## src/rtl/frv_gf256_aff_seq.sv

```systemverilog
// frv_gf256_aff: single-byte GF(2^8) affine core, r = M*b.
//   b : input byte
//   m : 64-bit matrix, column j = m[8j+7:8j], XORed into r when b[j] = 1
//   r : transformed byte (without the affine constant)
//
// frv_gf256_aff_seq: multi-cycle unit applying b' = M*b ^ c to each byte of
// a 32-bit operand, one byte per cycle through a shared frv_gf256_aff.
//   g_clk, g_reset        : clock, synchronous active-high reset
//   flush                 : abandons any operation in flight
//   cfg_valid/hi/data     : matrix half-write (lo = m[31:0], hi = m[63:32]), IDLE only
//   op_valid/ready/rs1/imm: operation request handshake, operand and constant c
//   res_valid/ready/data  : result handshake and registered result word
//   busy                  : unit not IDLE
module frv_gf256_aff (
  input  logic [7:0]  b,
  input  logic [63:0] m,
  output logic [7:0]  r
);

  always_comb begin
    r = '0;
    for (int unsigned j = 0; j < 8; j++) begin
      if (b[j]) r = r ^ m[8*j +: 8];
    end
  end

endmodule

module frv_gf256_aff_seq (
  input  logic        g_clk,
  input  logic        g_reset,
  input  logic        flush,
  input  logic        cfg_valid,
  input  logic        cfg_hi,
  input  logic [31:0] cfg_data,
  input  logic        op_valid,
  output logic        op_ready,
  input  logic [31:0] op_rs1,
  input  logic [7:0]  op_imm,
  output logic        res_valid,
  input  logic        res_ready,
  output logic [31:0] res_data,
  output logic        busy
);

  typedef enum logic [1:0] {
    IDLE = 2'd0,
    RUN  = 2'd1,
    DONE = 2'd2
  } state_t;

  state_t      state;
  state_t      state_nxt;
  logic [63:0] mat;
  logic [31:0] rs1_q;
  logic [7:0]  imm_q;
  logic [1:0]  idx;
  logic [31:0] res_q;
  logic [7:0]  byte_in;
  logic [7:0]  byte_aff;
  logic        accept;
  logic        cfg_we;

  assign op_ready  = (state == IDLE) && !flush;
  assign res_valid = (state == DONE);
  assign busy      = (state != IDLE);
  assign res_data  = res_q;
  assign accept    = op_valid && op_ready;
  // Matrix writes share the IDLE/no-flush qualifier with op acceptance, so an
  // op accepted on the same edge sees the updated matrix once RUN starts.
  assign cfg_we    = cfg_valid && (state == IDLE) && !flush;

  always_comb begin
    byte_in = '0;
    for (int unsigned i = 0; i < 4; i++) begin
      if (idx == i[1:0]) byte_in = rs1_q[8*i +: 8];
    end
  end

  frv_gf256_aff u_aff (
    .b (byte_in),
    .m (mat),
    .r (byte_aff)
  );

  always_comb begin
    state_nxt = state;
    case (state)
      IDLE:    if (accept) state_nxt = RUN;
      RUN:     if (idx == 2'd3) state_nxt = DONE;
      DONE:    if (res_ready) state_nxt = IDLE;
      default: state_nxt = IDLE;
    endcase
    if (flush) state_nxt = IDLE;
  end

  always_ff @(posedge g_clk) begin
    if (g_reset) begin
      state <= IDLE;
      mat   <= '0;
      rs1_q <= '0;
      imm_q <= '0;
      idx   <= '0;
      res_q <= '0;
    end else begin
      state <= state_nxt;
      if (cfg_we) begin
        if (cfg_hi) mat[63:32] <= cfg_data;
        else        mat[31:0]  <= cfg_data;
      end
      if (flush) begin
        rs1_q <= '0;
        imm_q <= '0;
        idx   <= '0;
      end else if (accept) begin
        rs1_q <= op_rs1;
        imm_q <= op_imm;
        idx   <= '0;
        res_q <= '0;
      end else if (state == RUN) begin
        for (int unsigned i = 0; i < 4; i++) begin
          if (idx == i[1:0]) res_q[8*i +: 8] <= byte_aff ^ imm_q;
        end
        idx <= idx + 2'd1;
      end
    end
  end

endmodule

```

## config.mk

```make
export PLATFORM = sky130hd
export DESIGN_NAME = frv_gf256_aff_seq
export DESIGN_NICKNAME = d
export VERILOG_FILES = /design/src/rtl/frv_gf256_aff_seq.sv
export SDC_FILE = /design/constraint.sdc
export NUM_CORES = 1
export LEC_CHECK = 0
export BUFFER_PORTS_ARGS = -buffer_cell sky130_fd_sc_hd__buf_2
export CORE_MARGIN = 1
export CORE_UTILIZATION = 60
export CTS_CLUSTER_DIAMETER = 120
export CTS_CLUSTER_SIZE = 14
export DETAILED_ROUTE_END_ITERATION = 8
export PLACE_DENSITY = 0.89
export SETUP_SLACK_MARGIN = 0.2
export SLEW_MARGIN = 20
export SYNTH_ARGS = -nofsm -noshare
export SYNTH_HDL_FRONTEND = slang
export SYNTH_SLANG_ARGS = --single-unit
```

## constraint.sdc

```tcl
create_clock -name g_clk -period 5.9 [get_ports g_clk]
set_input_delay 0.59 -clock g_clk [delete_from_list [all_inputs] [get_ports g_clk]]
set_output_delay 0.59 -clock g_clk [all_outputs]
set_load 0.05 [all_outputs]
```

==> results.md, run 1 <==
* Clk slew on worst S/H paths at 70 ps
* Crit path launch: idx[0]
* XOR/XNOR Fraction of Synth Area at 0.105
* Via count at 5668
* PostCTS Resize Cnt at 0
* Final Cell Area at 7380 um^2
* Multiplexer area fraction after synthesis at 0
* CP required at 6330 ps
* FF+latch count, synth at 140
* Syn Nets at 833
* Fmax achieved at 303 MHz
* Slowest CP cell: ha_1
* Slew HR at 0.337
* Clock Sinks at between 100 and 150
* Global-route wire length before repair at 28.3 mm
* Status: completed
* Setup bufs post-CTS at 0
* Routed Antenna Nets at 0
* Count leader, synth: nand2_1
* Final Hold Violating Endpoints at 0
* Slew Limit Fails at 0
* CTS max path bufs at 2
* Sequential area share after synthesis at 0.446
* Final Skew at 8.32 ps
* Critical Path Max Stage Delay at 840 ps
* Die area at between 10000 and 15000 um^2
* Top area cells in the synthesized netlist: dfxtp_1, nand2_1, a21oi_1, a22o_1, o2111ai_1
* Vias per std cell at around 5.8
* Final std cells w/o fill at slightly below 1000
* Pleak at 2.98 nW
* Max_cap viols at 0
* Global placer's final weighted congestion at 0.903
* Syn Std Cell Area at 6290 um^2
* Initial antenna violation count at 0
* Total CTS buffers at 17
* Main flop type after synthesis: dfxtp_1
* VDD IR max at 0.219 mV
* Crit path launch type: flop
* Synth Instances at 750
* Synth Area in Compound Gates at 0.207
* Hold_buf cts at 0
* Post-synth top cells: nand2_1, dfxtp_1, a21oi_1
* CP Capture Type: flop
* Cell area power density at around 290 nW/um^2
* Final WS setup at 2600 ps
* Top cell type by total area after synthesis: dfxtp_1
* TritonCTS clock tree: built
* Met2 usage at 0.546
* Share of cells above drive strength 1 at 0.200
* Largest family of logic cells by synthesized area: compound AO/OA/AOI/OAI gates
* Placement Setup Slack at 2640 ps
* FF-to-FF path depth at 7
* Std cell rows at 37
* R2r startpoint: idx[0]
* H-tree level count at 4
* Vias in the first global route at 5560
* Grt met3 use at 0.0871
* Worst hold start: op_rs1[5]
* Crit-path cells: ha_1 > a211oi_1 > a221oi_2 > nand2_1 > xnor3_1 > xnor3_2 > a22o_1
* DRT iter0 DRCs at approximately 540
* Least-Margin Pin Slew at roughly 1000 ps
* GRT Overall Usage at 0.334
* Largest net degree at the start of global routing at 71
* # IOs at 114
* RR Endpoint: res_data[3]
* Initial Util at 0.615
* Area growth from synthesis to layout at 17.4%
* GRT overflow at 0
* EDFF count, synth at 0
* CP endpoint: res_data[3]
* Simple-gate share of the synthesized area at 0.189
* Placed insts at between 900 and 1000
* Die X at roughly 100 um
* Synth async-reset ratio at 0
* DRC violations left at 0
* First drt pass iteration count at 6
* Grt peak-use layer: met2
* Final setup fails at 0
* Ant. Diodes at 0
* Crit path DAT at 3730 ps
* Number of port buffers at 113
* Layout Nets at 911
* Hold Path Class: input port to flop
* DRT Wirelength at 17.5 mm
* Wire per inst at 17.9 um
* Final Util at 0.721
* FF-to-FF setup slack at 2600 ps
* Core footprint at between 10000 and 15000 um^2
* Post-Synth Adder-Cell Area at 0.00796
* Worst skew pair latency at between 500 and 600 ps
* Setup TNS at 0 ps
* GR Util met1 at 0.419
* Part of the cycle the worst path needs at 0.560
* Min Hold Slack at 292 ps
* CP max FO at 25
* Placed cell area at approximately 7000 um^2
* WS Path Type: flop to flop
* RSZ-0062 raised after global routing: no
* Total power at 2.15 mW
* Unique masters post-synth at 38
* Yosys warning total at 0
* Die H at roughly 100 um
* Post-synthesis average cell area at 8.38 um^2
* Clk root buf: clkbuf_8
* Share of the synthesized area in the top cell type at 0.446
* Post-layout minimum cycle time at 3300 ps
* Dpl hpwl at between 10 and 15 mm
worst min-delay path by stage:
stage,endpoint,slack (ps),cells after the start
after floorplan,rs1_q[24],430,2
after global placement,res_data[15],430,2
after global routing,rs1_q[23],290,3
after detailed placement,rs1_q[30],450,2
final,rs1_q[5],290,3
after CTS,imm_q[6],280,3
per-layer routing:
metal	routed length, um	share of wire	up-vias
met5	0	0	-
met1	7100	0.41	2611
li1	-	-	2702
met3	1560	0.089	40
met2	8350	0.48	315
met4	452	0.026	0
final cells by class:
cell class | instances | area, um^2
timing repair buffer | 119 | 611
fill | 755 | 2850
sequential | 140 | 2800
multi-input combinational | 543 | 3200
tap | 136 | 170
clock buffer | 18 | 428
clock inverter | 13 | 141
inverter | 7 | 26.3
sequential cells by signal, indices dropped and copies added (netlist names):
name	count
mat	64
res_data	32
rs1_q	32
imm_q	8
idx	2
state	2
cell usage in the layout (no fill, tap or decap), types with 2 or more instances in the layout:
cell type and count:
ha_1 4, o2111ai_1 24, inv_6 2, a211o_1 3, a221oi_4 2, xnor2_1 18
clkinv_4 3, buf_2 113, nand2b_1 5, or2_2 3, a211oi_1 2, nor3_1 3
inv_1 7, and2_1 4, bufinv_16 2, nor3b_1 2, dfxtp_1 140, or3b_1 2
o21ai_0 24, nor2_1 5, nor2b_1 3, and3b_1 3, xor2_1 15, clkinv_2 3
xnor3_1 9, and3_1 4, a21oi_1 114, nand3b_1 5, a22o_1 28, buf_4 6
clkinvlp_4 3, a221oi_2 2, clkbuf_8 2, xnor3_2 7, nand2_1 242, o21ai_1 4
clkbuf_16 16
kinds of logic (layout without fill, tap and decap cells):
| kind of cell | count (synthesis) | after routing |
|---|---|---|
| AO/OA/AOI/OAI | 204 | 204 |
| flip-flops | 140 | 140 |
| XOR/XNOR | 49 | 49 |
| adder cells (fa/ha/maj) | 4 | 4 |
| buffers and inverters | 67 | 157 |
| AND/OR/NAND/NOR | 286 | 286 |
critical path: cells and delay by family (launching register included):
kind / cells / cell delay (ps)
xor gates and xnor gates: 2 / 800
and+or+nand+nor: 1 / 180
DFF: 1 / 390
AOI/OAI and AO/OA: 3 / 980
adders and majority gates: 1 / 840
power by group:
group	switching, mW	leakage (nW)	internal [mW]
combinational	0.0854	1.58	0.0482
clock	0.420	0.273	0.612
sequential	0.0153	1.13	0.966
No activity file was read; power rests on OpenSTA's default activity.
==> run 2, diff against run 1 <==
Settings changed: CORE_UTILIZATION 60 to 56, PLACE_DENSITY 0.89 to 0.84.
Clock period 5.9 ns to 3.29 ns, I/O delays scaled along.
==> run 2 against run 1 <==
  * Register-to-register slack got worse by 2300 ps
  * Wire length increased by 2.5%
  * Combinational power increased by 83%
  * Sequential power increased by 79%
==> results.md, run 2 (synthesized netlist as in run 1, its figures left out) <==
* H-tree level count at 4 (unchanged)
* Layout Nets at 917 (+0.66%)
* Fill cells at 854 (+13%)
* CP max FO at 11 (-56%)
* Vias per std cell at 5.94 (+2.3%)
* Initial Util at 0.578 (-0.0371)
* # IOs at 114 (unchanged)
* Hold Path Class: input port to flop
* Final Hold Violating Endpoints at 0 (unchanged)
* Part of the cycle the worst path needs at 0.897 (+0.337)
* CTS max path bufs at 2 (unchanged)
* Cell area power density at 554 nW/um^2 (+90%)
* CP Capture Type: flop
* FF-to-FF path depth at 9 (+2)
* Global-route wire length before repair at 28.4 mm (+0.31%)
* Final std cells w/o fill at 986 (+1.0%)
* WS Path Type: flop to flop
* Final setup fails at 0 (unchanged)
* Hold Crit Depth at 3 (unchanged)
* Post-layout minimum cycle time at 2950 ps (-353 ps)
* RSZ-0062 raised after global routing: no
* Least-Margin Pin Slew at 1010 ps (+17.0 ps)
* Die area at 11700 um^2 (+7.0%)
* Commonest non-fill, non-tap cell in the layout: nand2_1
* Final Skew at 7.98 ps (-0.338 ps)
* Largest register FFs at 64 (unchanged)
* Ant. Diodes at 0 (unchanged)
* Commonest non-fill, non-tap cells in the layout: nand2_1, dfxtp_1, a21oi_1
* Max_cap viols at 0 (unchanged)
* Slew HR at 0.320 (-0.0165)
* Largest net degree at the start of global routing at 66 (-7.0%)
* Setup TNS at 0 ps (unchanged)
* FF-to-FF setup slack at 340 ps (-2260 ps)
* Vias in the first global route at 5580 (+0.36%)
* Total power at 4.17 mW (+94%)
* Dpl hpwl at 12.5 mm (+2.6%)
* Clock Sinks at 140 (unchanged)
* Final WS setup at 339 ps (-2260 ps)
* RR Endpoint: res_data[9]
* Global placer's final weighted congestion at 0.917 (+1.5%)
* Clk slew on worst S/H paths at 60 ps (about the same)
* Fmax achieved at 339 MHz (+12%)
* Area growth from synthesis to layout at 19.7%
* Die H at 108 um (+3.4%)
* Placed cell area at 6860 um^2 (+0.72%)
* Wire per inst at 18.1 um (+1.4%)
* Slew Limit Fails at 0 (unchanged)
* Total CTS buffers at 17 (unchanged)
* Hold_buf cts at 0 (unchanged)
* Number of port buffers at 113 (unchanged)
* Worst hold endpoint: rs1_q[12]
* CP required at 3720 ps (-2610 ps)
* Status: completed
* Routed Antenna Nets at 0 (unchanged)
* First drt pass iteration count at 6 (unchanged)
* Placement Setup Slack at 317 ps (-2330 ps)
* TritonCTS clock tree: built
* DRT iter0 DRCs at 474 (-12%)
* Initial antenna violation count at 0 (unchanged)
* GRT Overall Usage at 0.322 (-0.0126)
* Placed insts at 955 (+1.1%)
* DRC violations left at 0 (unchanged)
* Core footprint at 10900 um^2 (+6.4%)
* Reg with most FFs: mat
* Final Cell Area at 7530 um^2 (+2.0%)
* Clk root buf: clkbuf_8
* Setup bufs post-CTS at 0 (unchanged)
* Worst skew pair latency at 540 ps (about the same)
* DRT Wirelength at 17.9 mm (+2.5%)
* GRT overflow at 0 (unchanged)
* Die X at 108 um (+3.4%)
* Crit path DAT at 3380 ps (-350 ps)
* R2r startpoint: idx[0]
* Share of cells above drive strength 1 at 0.207 (+0.00686)
* Worst hold start: op_rs1[12]
* Pleak at 3.06 nW (+2.7%)
* VDD IR max at 0.535 mV (+140%)
* Crit path launch type: flop
* Std cell rows at 38 (+2.7%)
* Via count at 5855 (+3.3%)
[run 2: how the worst max path moves through the flow]
stage,from,endpoint,slack [ps],depth (start not counted)
floorplan,state[0],mat[10],490,8
global placement,idx[1],res_data[13],410,8
detailed placement,idx[1],res_data[28],320,8
CTS,idx[1],res_data[20],290,8
global route,idx[0],res_data[20],220,8
finish,idx[0],res_data[9],340,9
[run 2: metrics by stage]
stage | hold WS (ps) | util
2_1_floorplan | 431 | -
3_3_place_gp | 440 | 0.630
3_5_place_dp | 446 | 0.630
4_1_cts | 19.1 | 0.691
5_1_grt | 29.0 | 0.692
6_report | 30.8 | 0.692
[run 2: critical path, stage by stage (launching register included)]
cell and delay, ps:
dfxtp_1 350, inv_1 110, ha_2 310, buf_4 250, or3b_2 580, o2111ai_1 140, xor2_1 270, xnor2_1 180
xnor3_2 430, a22o_1 230
[run 2: area by class of cell]
type                            count  area (um^2)  share of cell area
Multi-Input combinational cell    543         3210               0.426
Sequential cell                   140         2800               0.372
Tap cell                          140          175              0.0233
Inverter                            7         26.3             0.00349
Clock inverter                     13          236              0.0314
Timing Repair Buffer              125          656              0.0871
Clock buffer                       18          428              0.0568
[run 2: metal layers]
layer,up-vias,global-route usage,wire (um)
met5,-,0,0
met2,328,0.517,8290
met3,44,0.0958,1750
li1,2718,-,-
met1,2765,0.397,7330
met4,0,0.146,512
[run 2: what timing repair did]
action                                  in CTS  in global routing
gates resized for setup                      0                  2
endpoints found under the setup margin       0                 31
endpoints found under the hold margin        0                  0
[run 2: where the power goes]
group / internal, mW / total (mW) / switching (mW) / leakage, nW
logic: 0.0881 / 0.245 / 0.157 / 1.61
clock network: 1.41 / 2.17 / 0.757 / 0.323
registers: 1.73 / 1.76 / 0.0242 / 1.13
==> run 3, diff against run 2 <==
Settings changed: CELL_PAD_IN_SITES_DETAIL_PLACEMENT from default to 0, CELL_PAD_IN_SITES_GLOBAL_PLACEMENT from default to 1, CORE_UTILIZATION 56 to 41, GPL_TIMING_DRIVEN from default to 0, PLACE_DENSITY 0.84 to default, PLACE_DENSITY_LB_ADDON from default to 0.1.
==> run 3 against run 2 <==
  * Wire length is 2.2% higher
  * Global-route usage is 8.5 points lower
  * Critical path depth is 1 higher
  * Critical path type unchanged
  * Cell count is 9.6% higher
  * Fmax is 0.34% lower
  * Sequential power hardly changed
  * Highest routed layer unchanged
==> results.md, run 3 (synthesized netlist as in run 1, its figures left out) <==
* Slew Limit Fails at 0 (unchanged)
* DRC violations left at 0 (unchanged)
* Comb power frac at 0.064 (+0.005)
* Total CTS buffers at 17 (unchanged)
* Crit path DAT at 3280 ps (-100 ps)
* Internal at 3.00 mW (-7.1%)
* Clock Power Share at 0.495 (-0.025)
* VDD IR max at 0.364 mV (-32%)
* Fill cells at 1415 (+66%)
* Post-layout minimum cycle time at 2960 ps (+10.1 ps)
* Final Hold Violating Endpoints at 0 (unchanged)
* Clk root buf: clkbuf_16
* GRT Overall Usage at 0.236 (-0.0853)
* First drt pass iteration count at 5 (-1)
* Largest net degree at the start of global routing at 17 (-74%)
* TritonCTS clock tree: built
* Storage cell area at 2800 um^2 (about the same)
* Dpl hpwl at 14.1 mm (+13%)
* Share of cells above drive strength 1 at 0.202 (-0.00507)
* Final Util at 0.527 (-0.164)
* # IOs at 114 (unchanged)
* Part of the cycle the worst path needs at 0.900 (+0.00307)
* Number of port buffers at 113 (unchanged)
* Vias per std cell at 5.27 (-11%)
* Critical Path Max Stage Delay at 470 ps (-110 ps)
* Routed Antenna Nets at 0 (unchanged)
* Pleak at 3.11 nW (+1.4%)
* Hold_buf cts at 0 (unchanged)
* DRT Wirelength at 18.3 mm (+2.2%)
* Slowest CP cell: xnor3_2
* H-tree level count at 4 (unchanged)
* Final Skew at 6.29 ps (-1.69 ps)
* Slew HR at 0.442 (+0.121)
* Die X at 126 um (+17%)
* Switching power at 0.973 mW (+3.7%)
* Final setup fails at 0 (unchanged)
* WS Path Type: flop to flop
* CTS max path bufs at 2 (unchanged)
* Commonest non-fill, non-tap cell in the layout: nand2_1
* RSZ-0062 raised after global routing: yes
* Reg with most FFs: mat
* Commonest non-fill, non-tap cells in the layout: nand2_1, dfxtp_1, buf_2
* Max_cap viols at 0 (unchanged)
* Sequential share of power at 0.442 (+0.021)
* Cell area power density at 511 nW/um^2 (-7.8%)
* FF-to-FF path depth at 10 (+1)
* Ant. Diodes at 0 (unchanged)
* Wire per inst at 16.9 um (-6.8%)
* Clock Sinks at 140 (unchanged)
* Status: completed
* Hold Crit Depth at 3 (unchanged)
* Core footprint at 14800 um^2 (+36%)
* Fmax achieved at 338 MHz (-0.34%)
* Die H at 126 um (+17%)
* Global-route wire length before repair at 28.6 mm (+0.88%)
* Crit path launch type: flop
* Least-Margin Pin Slew at 831 ps (-181 ps)
* Setup TNS at 0 ps (unchanged)
* Layout Nets at 967 (+5.5%)
* Area growth from synthesis to layout at 23.7%
* CP max FO at 10 (-1)
* Multi-input gate area at 3250 um^2 (+1.5%)
* Std cell rows at 44 (+16%)
* Initial antenna violation count at 0 (unchanged)
* Switch share at 0.245 (+0.0198)
* CP required at 3610 ps (-110 ps)
* CP Capture Type: flop
* Hold Path Class: input port to flop
* Total power at 3.97 mW (-4.7%)
* Die area at 15800 um^2 (+36%)
* DRT iter0 DRCs at 270 (-43%)
* Via count at 5697 (-2.7%)
* GRT overflow at 0 (unchanged)
* Worst skew pair latency at 420 ps (-120 ps)
* Vias in the first global route at 5557 (-0.41%)
* Crit-path cells: inv_1 > ha_1 > buf_2 > and3b_1 > clkbuf_4 > o2111ai_2 > xor2_1 > xnor3_1 > xnor3_2 > a22o_1
* Initial Util at 0.426 (-0.151)
* Clk slew on worst S/H paths at 70 ps (about the same)
* Largest register FFs at 64 (unchanged)
* Global placer's final weighted congestion at 0.841 (-8.2%)
[run 3: worst paths after layout]
kind,from,endpoint,slack [ps]
setup / recovery,idx[1],res_data[22],330
hold reg to reg,rs1_q[29],rs1_q[29],450
setup reg to reg,idx[1],res_data[22],330
hold / removal,op_rs1[4],rs1_q[4],140
[run 3: layer usage]
layer / global-route usage / share of wire / vias to the layer above
li1: - / - / 2817
met4: 0.0850 / 0.024 / 0
met1: 0.300 / 0.46 / 2702
met2: 0.385 / 0.46 / 150
met5: 0 / 0 / -
met3: 0.0654 / 0.057 / 28
[run 3: final cells by class]
cell class,instances,area share
Multi-Input combinational cell,543,0.418
Sequential cell,140,0.360
Timing Repair Buffer,115,0.0762
Clock buffer,19,0.0582
Buffer,60,0.0341
Tap cell,184,0.0296
Clock inverter,13,0.0199
Inverter,7,0.00338
[run 3: stage by stage]
step / hold WS, ps / std cells / setup WS [ps] / area (um^2)
after detailed placement: 443 / 1047 / 171 / 7080
after floorplan: 431 / 750 / 488 / 6290
after global placement: 438 / 1047 / 180 / 7080
after CTS: 121 / 1079 / 213 / 7700
after global routing: 128 / 1081 / 182 / 7780
final: 136 / 1081 / 329 / 7780
[run 3: power by group through the flow]
stage	registers [mW]	clock network, mW	logic [mW]
2_1_floorplan	1.78	0	0.141
3_3_place_gp	1.79	0	0.245
3_5_place_dp	1.79	0	0.250
4_1_cts	1.75	1.99	0.252
5_1_grt	1.76	2.07	0.282
6_report	1.75	1.97	0.252
[run 3: worst max-delay path: cells and delay by family, from the launching register on]
kind	cells	cell delay (ps)
adders and majority gates	1	200
xor gates and xnor gates	3	1100
buffers and inverters	3	470
DFF	1	350
and+or+nand+nor	1	230
AOI/OAI and AO/OA	2	490
[run 3: timing repair]
| action | CTS | global route |
|---|---|---|
| setup endpoints to repair | 4 | 32 |
| resized for setup | 1 | 10 |
| pin swaps | 2 | 6 |
| setup buffers | 0 | 2 |
